$ cat src/rtl/act_lut_loader_pkg.sv
// Shared constants and FSM state type for the activation LUT loader and its
// interpolation pipeline.
package act_lut_loader_pkg;
   localparam int DATA_W    = 8;
   localparam int SEG_BITS  = 4;
   localparam int N_ENTRIES = (2 ** SEG_BITS) + 1;

   typedef enum logic [1:0] {
      ST_IDLE  = 2'd0,
      ST_LOAD  = 2'd1,
      ST_READY = 2'd2
   } act_state_e;
endpackage

$ cat src/rtl/act_lut_loader_interp_pipe.sv
// Two-stage piecewise-linear interpolation: stage 1 holds base/slope/fraction,
// stage 2 holds the interpolated activation.
module act_interp_pipe
   import act_lut_loader_pkg::*;
#(
   parameter int DATA_W = act_lut_loader_pkg::DATA_W,
   parameter int FRAC_W = act_lut_loader_pkg::DATA_W - act_lut_loader_pkg::SEG_BITS
) (
   input  logic                     clk,
   input  logic                     rst_n,
   input  logic                     flush_i,
   input  logic                     in_valid_i,
   input  logic signed [DATA_W-1:0] base_i,
   input  logic signed [DATA_W-1:0] next_i,
   input  logic        [FRAC_W-1:0] frac_i,
   output logic                     out_valid_o,
   output logic signed [DATA_W-1:0] a_o
);
   localparam int DIFF_W = DATA_W + 1;
   localparam int PROD_W = DIFF_W + FRAC_W + 1;

   logic                     s1_valid_q;
   logic signed [DATA_W-1:0] base_q;
   logic signed [DIFF_W-1:0] diff_q, diff_d;
   logic        [FRAC_W-1:0] frac_q;
   logic signed [PROD_W-1:0] prod;
   logic signed [DATA_W-1:0] a_q, a_d;
   logic                     out_valid_q;

   assign diff_d = $signed({next_i[DATA_W-1], next_i}) - $signed({base_i[DATA_W-1], base_i});
   assign prod   = diff_q * $signed({1'b0, frac_q});
   // the true result always lies between base and next, so truncation is exact
   assign a_d    = base_q + DATA_W'(prod >>> FRAC_W);

   always_ff @(posedge clk) begin
      if (in_valid_i) begin
         base_q <= base_i;
         diff_q <= diff_d;
         frac_q <= frac_i;
      end
   end

   always_ff @(posedge clk) begin
      if (!rst_n) begin
         s1_valid_q  <= 1'b0;
         out_valid_q <= 1'b0;
         a_q         <= '0;
      end else if (flush_i) begin
         s1_valid_q  <= 1'b0;
         out_valid_q <= 1'b0;
      end else begin
         s1_valid_q  <= in_valid_i;
         out_valid_q <= s1_valid_q;
         if (s1_valid_q) begin
            a_q <= a_d;
         end
      end
   end

   assign out_valid_o = out_valid_q;
   assign a_o         = a_q;
endmodule

$ cat src/rtl/act_lut_loader.sv
// Activation LUT: streams 2**SEG_BITS+1 signed entries into a table, then
// serves interpolated lookups through a 2-stage pipeline.
//
//   state    | meaning
//   ---------+------------------------------------------------------------
//   ST_IDLE  | no usable table (after reset or a failed load)
//   ST_LOAD  | accepting write beats, wr_ready high
//   ST_READY | table complete, lookups enabled
module act_lut_loader
   import act_lut_loader_pkg::*;
#(
   parameter int DATA_W   = act_lut_loader_pkg::DATA_W,
   parameter int SEG_BITS = act_lut_loader_pkg::SEG_BITS
) (
   input  logic                     clk,
   input  logic                     rst_n,
   input  logic                     load_start,
   input  logic                     wr_valid,
   output logic                     wr_ready,
   input  logic signed [DATA_W-1:0] wr_data,
   input  logic                     wr_last,
   output logic                     load_done,
   output logic                     load_err,
   output logic                     table_valid,
   input  logic                     in_valid,
   input  logic signed [DATA_W-1:0] z__value,
   output logic                     out_valid,
   output logic signed [DATA_W-1:0] a
);
   localparam int FRAC_W  = DATA_W - SEG_BITS;
   localparam int IDX_W   = SEG_BITS + 1;
   localparam int NUM_ENT = (2 ** SEG_BITS) + 1;
   localparam logic [IDX_W-1:0] LAST_IDX = IDX_W'(2 ** SEG_BITS);

   act_state_e               state_q, state_d;
   logic [IDX_W-1:0]         count_q, count_d;
   logic                     table_valid_q, table_valid_d;
   logic                     load_err_q, load_err_d;
   logic                     load_done_q, load_done_d;
   logic signed [DATA_W-1:0] entry_q [NUM_ENT];

   logic                     wr_fire;
   logic                     entry_we;
   logic [IDX_W-1:0]         seg_idx;
   logic [IDX_W-1:0]         seg_idx_nxt;
   logic [FRAC_W-1:0]        frac;
   logic                     lookup_fire;

   assign wr_ready = (state_q == ST_LOAD);
   assign wr_fire  = wr_ready && wr_valid;
   // a beat coinciding with load_start or reset is dropped
   assign entry_we = wr_fire && !load_start && rst_n;

   always_comb begin
      state_d       = state_q;
      count_d       = count_q;
      table_valid_d = table_valid_q;
      load_err_d    = load_err_q;
      load_done_d   = 1'b0;
      if (load_start) begin
         state_d       = ST_LOAD;
         count_d       = '0;
         table_valid_d = 1'b0;
         load_err_d    = 1'b0;
      end else if (wr_fire) begin
         if ((count_q == LAST_IDX) && wr_last) begin
            state_d       = ST_READY;
            table_valid_d = 1'b1;
            load_done_d   = 1'b1;
         end else if ((count_q == LAST_IDX) || wr_last) begin
            state_d       = ST_IDLE;
            table_valid_d = 1'b0;
            load_err_d    = 1'b1;
         end else begin
            count_d = count_q + IDX_W'(1);
         end
      end
   end

   always_ff @(posedge clk) begin
      if (!rst_n) begin
         state_q       <= ST_IDLE;
         count_q       <= '0;
         table_valid_q <= 1'b0;
         load_err_q    <= 1'b0;
         load_done_q   <= 1'b0;
      end else begin
         state_q       <= state_d;
         count_q       <= count_d;
         table_valid_q <= table_valid_d;
         load_err_q    <= load_err_d;
         load_done_q   <= load_done_d;
      end
   end

   always_ff @(posedge clk) begin
      if (entry_we) begin
         entry_q[count_q] <= wr_data;
      end
   end

   assign seg_idx     = IDX_W'(z__value[DATA_W-1 -: SEG_BITS]);
   assign seg_idx_nxt = seg_idx + IDX_W'(1);
   assign frac        = z__value[FRAC_W-1:0];
   assign lookup_fire = in_valid && table_valid_q;

   act_interp_pipe #(
      .DATA_W (DATA_W),
      .FRAC_W (FRAC_W)
   ) u_interp (
      .clk         (clk),
      .rst_n       (rst_n),
      .flush_i     (load_start),
      .in_valid_i  (lookup_fire),
      .base_i      (entry_q[seg_idx]),
      .next_i      (entry_q[seg_idx_nxt]),
      .frac_i      (frac),
      .out_valid_o (out_valid),
      .a_o         (a)
   );

   assign load_done   = load_done_q;
   assign load_err    = load_err_q;
   assign table_valid = table_valid_q;
endmodule

$ cat config.mk
export PLATFORM = sky130hd
export DESIGN_NAME = act_lut_loader
export DESIGN_NICKNAME = d
export VERILOG_FILES = /design/src/rtl/act_lut_loader_pkg.sv /design/src/rtl/act_lut_loader_interp_pipe.sv /design/src/rtl/act_lut_loader.sv
export SDC_FILE = /design/constraint.sdc
export NUM_CORES = 1
export LEC_CHECK = 0
export CAP_MARGIN = 40
export CORE_ASPECT_RATIO = 0.9
export CORE_MARGIN = 2
export CORE_UTILIZATION = 25
export DETAILED_ROUTE_END_ITERATION = 7
export GPL_TIMING_DRIVEN = 0
export SLEW_MARGIN = 20
export SYNTH_ARGS = -nofsm -noshare
export SYNTH_HDL_FRONTEND = slang
export SYNTH_HIERARCHICAL = 1
export SYNTH_SLANG_ARGS = --single-unit
$ cat constraint.sdc
create_clock -name clk -period 5.46 [get_ports clk]
set_clock_uncertainty 0.1 [all_clocks]
set_input_delay 1.092 -clock clk [delete_from_list [all_inputs] [get_ports clk]]
set_output_delay 1.092 -clock clk [all_outputs]
set_load 0.02 [all_outputs]
==> qor.yml, run 1 <==
cts_root_buffer: "clkbuf_16"
synth_top_area_share_pct: 47.6
crit_path_max_fanout: 10
internal_power_uw: 2360
max-slew-margin-rel_pct: 46.0
chipHeight_um: 193
cts_tree: "built"
finalNetCount: 904
synth_edf_count: 157
ys_seq_elements: 176
cp_cell_sequence: "clkdlybuf4s50_1, ha_1, buf_4, buf_6, clkbuf_1, nor3b_1, mux2i_1, a41oi_1, a211oi_1, inv_1, ha_1, fa_1, nor2b_1, o21ai_0, a21boi_0, o21ai_0, nand2b_1, a211oi_1, mux2_2"
cts_sinks: 176
fin_crit_ns: 5.16
num_io_pins: 35
sw_frac_of_total_pct: 24.4
final_hold_viol_count: 0
grt_pass1_wl_mm: 40.0
syn_nets: 836
cts_buffer_depth: 2
hpwl_mm: 19.8
drc: 0
ant_nets: 0
grt_max_degree: 18
diodes: 0
syn_to_final_growth_pct: 17.8
combPwrFrac_pct: 12.0
yosysWarnings: 6
dpl_cell_area_mm2: 0.0110
worstMarginPinSlew_ns: 0.807
seq_area_frac_synth_pct: 51.5
cp-start-kind: "input pin"
setup_viol: 0
yosysTopAreaCell: "edfxtp_1"
drive_gt1_share_pct: 14.4
synth.most_common_cell: "edfxtp_1"
irDropWorstVdd_mv: 0.229
stdcell_area_mm2: 0.0117
gp_congestion: 0.892
wirelength_mm: 26.5
drt_iter0_markers: 516
core_area_mm2: 0.0393
cts_resized: 0
drv_slew: 0
power_frac_clock_pct: 40.8
leakage_uw: 0.00415
rsz0062_at_grt: "false"
synth_area_mm2: 0.00989
clk_latency_ns: 0.44
slowest_delay_ns: 0.45
synth_cell_types: 53
setup_slack_ns: 0.296
synth.avg_cell_area_um2: 13.1
num_vias: 6504
criticalPathCategory: "input pin to register"
htree_num_levels: 4
yosys-top-cells-count: "edfxtp_1 (157), mux2i_1 (63), inv_1 (48)"
post_cts_buffers: 0
antenna_found_initial: 0
hp-class: "register to register"
endpoint_kind: "register"
path_clk_slew_ns: 0.07
wl_per_cell_um: 19.3
io_buffers: 33
viasPerCell: 4.74
tns_ns: 0
status: "finished clean"
async_flop_share_pct: 0
ys.flop_type: "edfxtp_1"
seq_power_share_pct: 47.2
fp-row-count: 69
grt-ovfl-total: 0
cp.required_ns: 5.54
synth_cells: 758
power_density_mw_per_mm2: 268
grt_use_total_pct: 13.3
die_x_um: 214
cts_made_buffers: 17
cp.arrival_ns: 5.25
synthTopCellsByArea: "edfxtp_1 (48%), mux4_2 (7.3%), mux2i_1 (6.4%), ha_1 (4.9%), dfxtp_1 (3.8%)"
cp_slowest_cell: "clkdlybuf4s50_1"
p_sw_uw: 764
fmax_mhz: 194
grt_pass1_vias: 6538
firstDrtPassIters: 5
holdBufCountCts: 0
initial_core_util_pct: 25.2
fin_util_pct: 29.7
dpl_worst_slack_ns: -0.0948
period_share_pct: 94.6
fp.dieArea_mm2: 0.0412
cap_violations: 0
-- worst max-delay path, delay by kind of cell --
kind,cells,cell delay [ns]
buffers and inverters,5,1.38
AO/OA/AOI/OAI,6,1.05
multiplexers,2,0.43
adder cells (fa/ha/maj),3,0.93
AND/OR/NAND/NOR,3,0.36
-- final cells by class --
class                   instances  area (um2)
fillers                      3916       27600
flip-flops and latches        176        5090
multi-input cells             492        4380
well taps                     532         666
repair buffers                 49         484
clock buffers                  19         433
plain buffers                  42         239
inverters                      48         180
clock inverters                13         174
-- path summary, 6_finish.rpt --
| kind | startpoint | to | slack, ns | cells after the start |
|---|---|---|---|---|
| worst max-delay path | z__value[4] | u_interp/diff_q[8] | 0.30 | 19 |
| worst min-delay path | u_interp/a_o[1] | u_interp/a_o[1] | 0.37 | 2 |
| worst max register to register | u_interp/frac_q[2] | u_interp/a_o[7] | 0.68 | 22 |
| worst min register to register | u_interp/a_o[1] | u_interp/a_o[1] | 0.37 | 2 |
-- power groups by stage --
| stage | Sequential [uW] | Combinational, uW | Clock, uW |
|---|---|---|---|
| final | 1480 | 374 | 1280 |
| after global routing | 1480 | 406 | 1340 |
| after CTS | 1480 | 371 | 1290 |
| after detailed placement | 1510 | 368 | 0 |
| after global placement | 1510 | 363 | 0 |
| after floorplan | 1510 | 245 | 0 |
-- logic make-up (layout without fill, tap and decap cells) --
kind of cell	Yosys count	after routing	share of synthesized area (%)
DFF	176	176	51.5
buffers and inverters	90	171	4.24
muxes	106	106	14.9
adders and majority gates	56	56	8.37
AOI/OAI and AO/OA	91	91	6.47
xor gates and xnor gates	30	30	2.73
and+or+nand+nor	209	209	11.8
-- cells in the final DEF (no fill, tap or decap), types with 8 or more instances in the layout --
cell	count
nor2_1	38
clkbuf_16	17
buf_2	13
mux2i_1	63
fa_1	17
xnor2_1	21
nand3b_1	18
nor3b_1	32
buf_4	18
and2_1	22
a221oi_1	16
a21oi_1	13
clkbuf_1	17
nor3_1	18
inv_1	48
mux4_2	32
edfxtp_1	157
a22oi_1	8
nand2_1	41
xor2_1	8
o21ai_0	15
ha_1	39
clkdlybuf4s50_1	33
dfxtp_1	19
-- routing by layer --
| layer | vias to the layer above | GRT usage, % | share of wire (%) |
|---|---|---|---|
| li1 | 2966 | - | - |
| met1 | 3241 | 17.6 | 44 |
| met2 | 244 | 21.1 | 46 |
| met3 | 53 | 2.70 | 6.8 |
| met4 | 0 | 5.34 | 3.2 |
| met5 | - | 0 | 0 |
-- per-stage QoR --
step,power (uW),hold WS [ns],std cells
after floorplan,1750,0.387,758
after global placement,1870,0.351,1323
after global routing,3220,0.390,1371
final,3130,0.370,1371
after detailed placement,1880,0.366,1330
after CTS,3140,0.380,1362
-- state kept, by name (all words and copies together) (netlist names) --
register              count
u_interp/s1_valid_q       1
state_q                   2
u_interp/base_q           8
u_interp/frac_q           4
load_done                 1
load_err                  1
u_interp/out_valid_o      1
entry_q                 136
u_interp/a_o              8
count_q                   5
u_interp/diff_q           9
Power figures use the tool's default switching activity.
==> inputs of run 2 (changes only) <==
- CORE_ASPECT_RATIO: 0.9 -> 1.1
- DONT_BUFFER_PORTS: not set -> 1
- clock period: 5.46 -> 5.65 ns (I/O delays scaled with it)
==> run 2 against run 1 <==
  * Routed wire length shrank 4.7%
  * Critical endpoint is now u_interp/a_o[7]
  * Die area is essentially flat
  * Critical path depth grew 3
  * First-iteration DRC count grew 2.1%
  * Design area shrank 3.4%
  * Flip-flop and latch count is the same
  * Via count shrank 2.0%
  * Combinational power shrank 16%
  * Worst setup slack gained 0.34 ns
  * Register-to-register slack lost 0.05 ns
  * Clock power shrank 8%
  * Non-clock buffer count shrank 31
==> qor.yml, run 2 (same netlist as run 1, synthesis figures left out) <==
clk_latency_ns: 0.43
drt_iter0_markers: 527
crit_path_max_fanout: 10
irDropWorstVdd_mv: 0.202
cts_tree: "built"
critPathTopFamily: "adder cells"
fin_crit_ns: 5.02
cts_buffer_depth: 2
fp-row-count: 76
wl_per_cell_um: 19.2
tns_ns: 0
cts_made_buffers: 17
power_density_mw_per_mm2: 260
hpwl_mm: 19.1
wirelength_mm: 25.3
drc: 0
cp_cell_sequence: "clkbuf_2, and2_1, ha_1, fa_1, inv_1, fa_1, inv_1, ha_1, nand4_1, o211ai_2, o21ai_0, nand2b_1, a21oi_1, xnor2_1, ha_1, nand3_1, o211ai_1, o21ai_1, nand2b_1, a21oi_1, xnor2_1, o21ai_1"
fmax_mhz: 199
final_hold_viol_count: 0
drive_gt1_share_pct: 15.1
grt_max_degree: 18
num_io_pins: 35
status: "finished clean"
worstMarginPinSlew_ns: 0.736
finalNetCount: 873
cts_resized: 0
max-slew-margin-rel_pct: 50.6
chipHeight_um: 213
holdBufCountCts: 0
largest_register_ff_count: 136
grt_pass1_wl_mm: 39.1
cp.arrival_ns: 5.23
fp.dieArea_mm2: 0.0412
setup_viol: 0
final_cell_mix: "edfxtp_1 (157), mux2i_1 (63), inv_1 (48), nand2_1 (41), ha_1 (39)"
criticalPathCategory: "register to register"
regMostFlops: "entry_q"
core_area_mm2: 0.0391
crit_buf_inv: 3
cp_slowest_cell: "fa_1"
diodes: 0
die_x_um: 194
cp-start-kind: "register"
fin_util_pct: 28.8
cts_root_buffer: "clkbuf_16"
path_clk_slew_ns: 0.07
layout_commonest_cell: "edfxtp_1"
grt-ovfl-total: 0
drv_slew: 0
firstDrtPassIters: 5
period_share_pct: 88.8
cp.required_ns: 5.87
ant_nets: 0
critPathMostFrequentCell: "ha_1"
viasPerCell: 4.84
syn_to_final_growth_pct: 13.8
gp_congestion: 0.849
endpoint_kind: "register"
initial_core_util_pct: 25.3
cap_violations: 0
cts_sinks: 176
fillCellCount: 3923
num_vias: 6371
grt_use_total_pct: 12.7
post_cts_buffers: 0
slowest_delay_ns: 0.55
rsz0062_at_grt: "false"
io_buffers: 0
htree_num_levels: 4
leakage_uw: 0.00402
grt_pass1_vias: 6614
hp-class: "register to register"
reg_top3: "entry_q x136, u_interp/diff_q x9"
antenna_found_initial: 0
## run 2: path summary, 6_finish.rpt
path / startpoint / endpoint / slack (ns) / cells past startpoint
hold / removal: state_q[0] / state_q[0] / 0.44 / 2
setup / recovery: u_interp/frac_q[2] / u_interp/a_o[7] / 0.63 / 22
hold reg to reg: state_q[0] / state_q[0] / 0.44 / 2
setup reg to reg: u_interp/frac_q[2] / u_interp/a_o[7] / 0.63 / 22
## run 2: final cells by class
cell class / count / area [um2] / share of cell area (%)
inverters: 48 / 180 / 1.60
flip-flops and latches: 176 / 5090 / 45.3
multi-input cells: 492 / 4380 / 38.9
clock inverters: 14 / 153 / 1.36
repair buffers: 18 / 146 / 1.30
plain buffers: 42 / 239 / 2.12
well taps: 507 / 634 / 5.64
clock buffers: 18 / 429 / 3.81
## run 2: routing by layer
metal	global-route usage, %	share of wire, %
met3	2.50	5.2
met2	22.4	51
met1	14.7	40
met4	6.08	3.7
met5	0	0
## run 2: power breakdown
part           switching (uW)  leakage [uW]  internal (uW)  total [uW]
Sequential               1.19       0.00156           1430        1430
Clock                     519      0.000283            659        1180
Combinational             180       0.00217            136         316
## run 2: tightest hold or removal path: stages (launching register included)
cell and delay, ns:
dfxtp_1 0.32, a21oi_1 0.12, nor2b_1 0.05
## run 2: through the flow
stage	hold slack (ns)	total power [uW]	instances	setup slack (ns)	instance area, um2
floorplan	0.387	1690	758	1.26	9890
global placement	0.409	1770	1265	0.515	10500
detailed placement	0.434	1770	1281	0.559	10700
CTS	0.442	2950	1313	0.535	11200
global route	0.462	3020	1315	0.271	11300
finish	0.439	2920	1315	0.632	11300
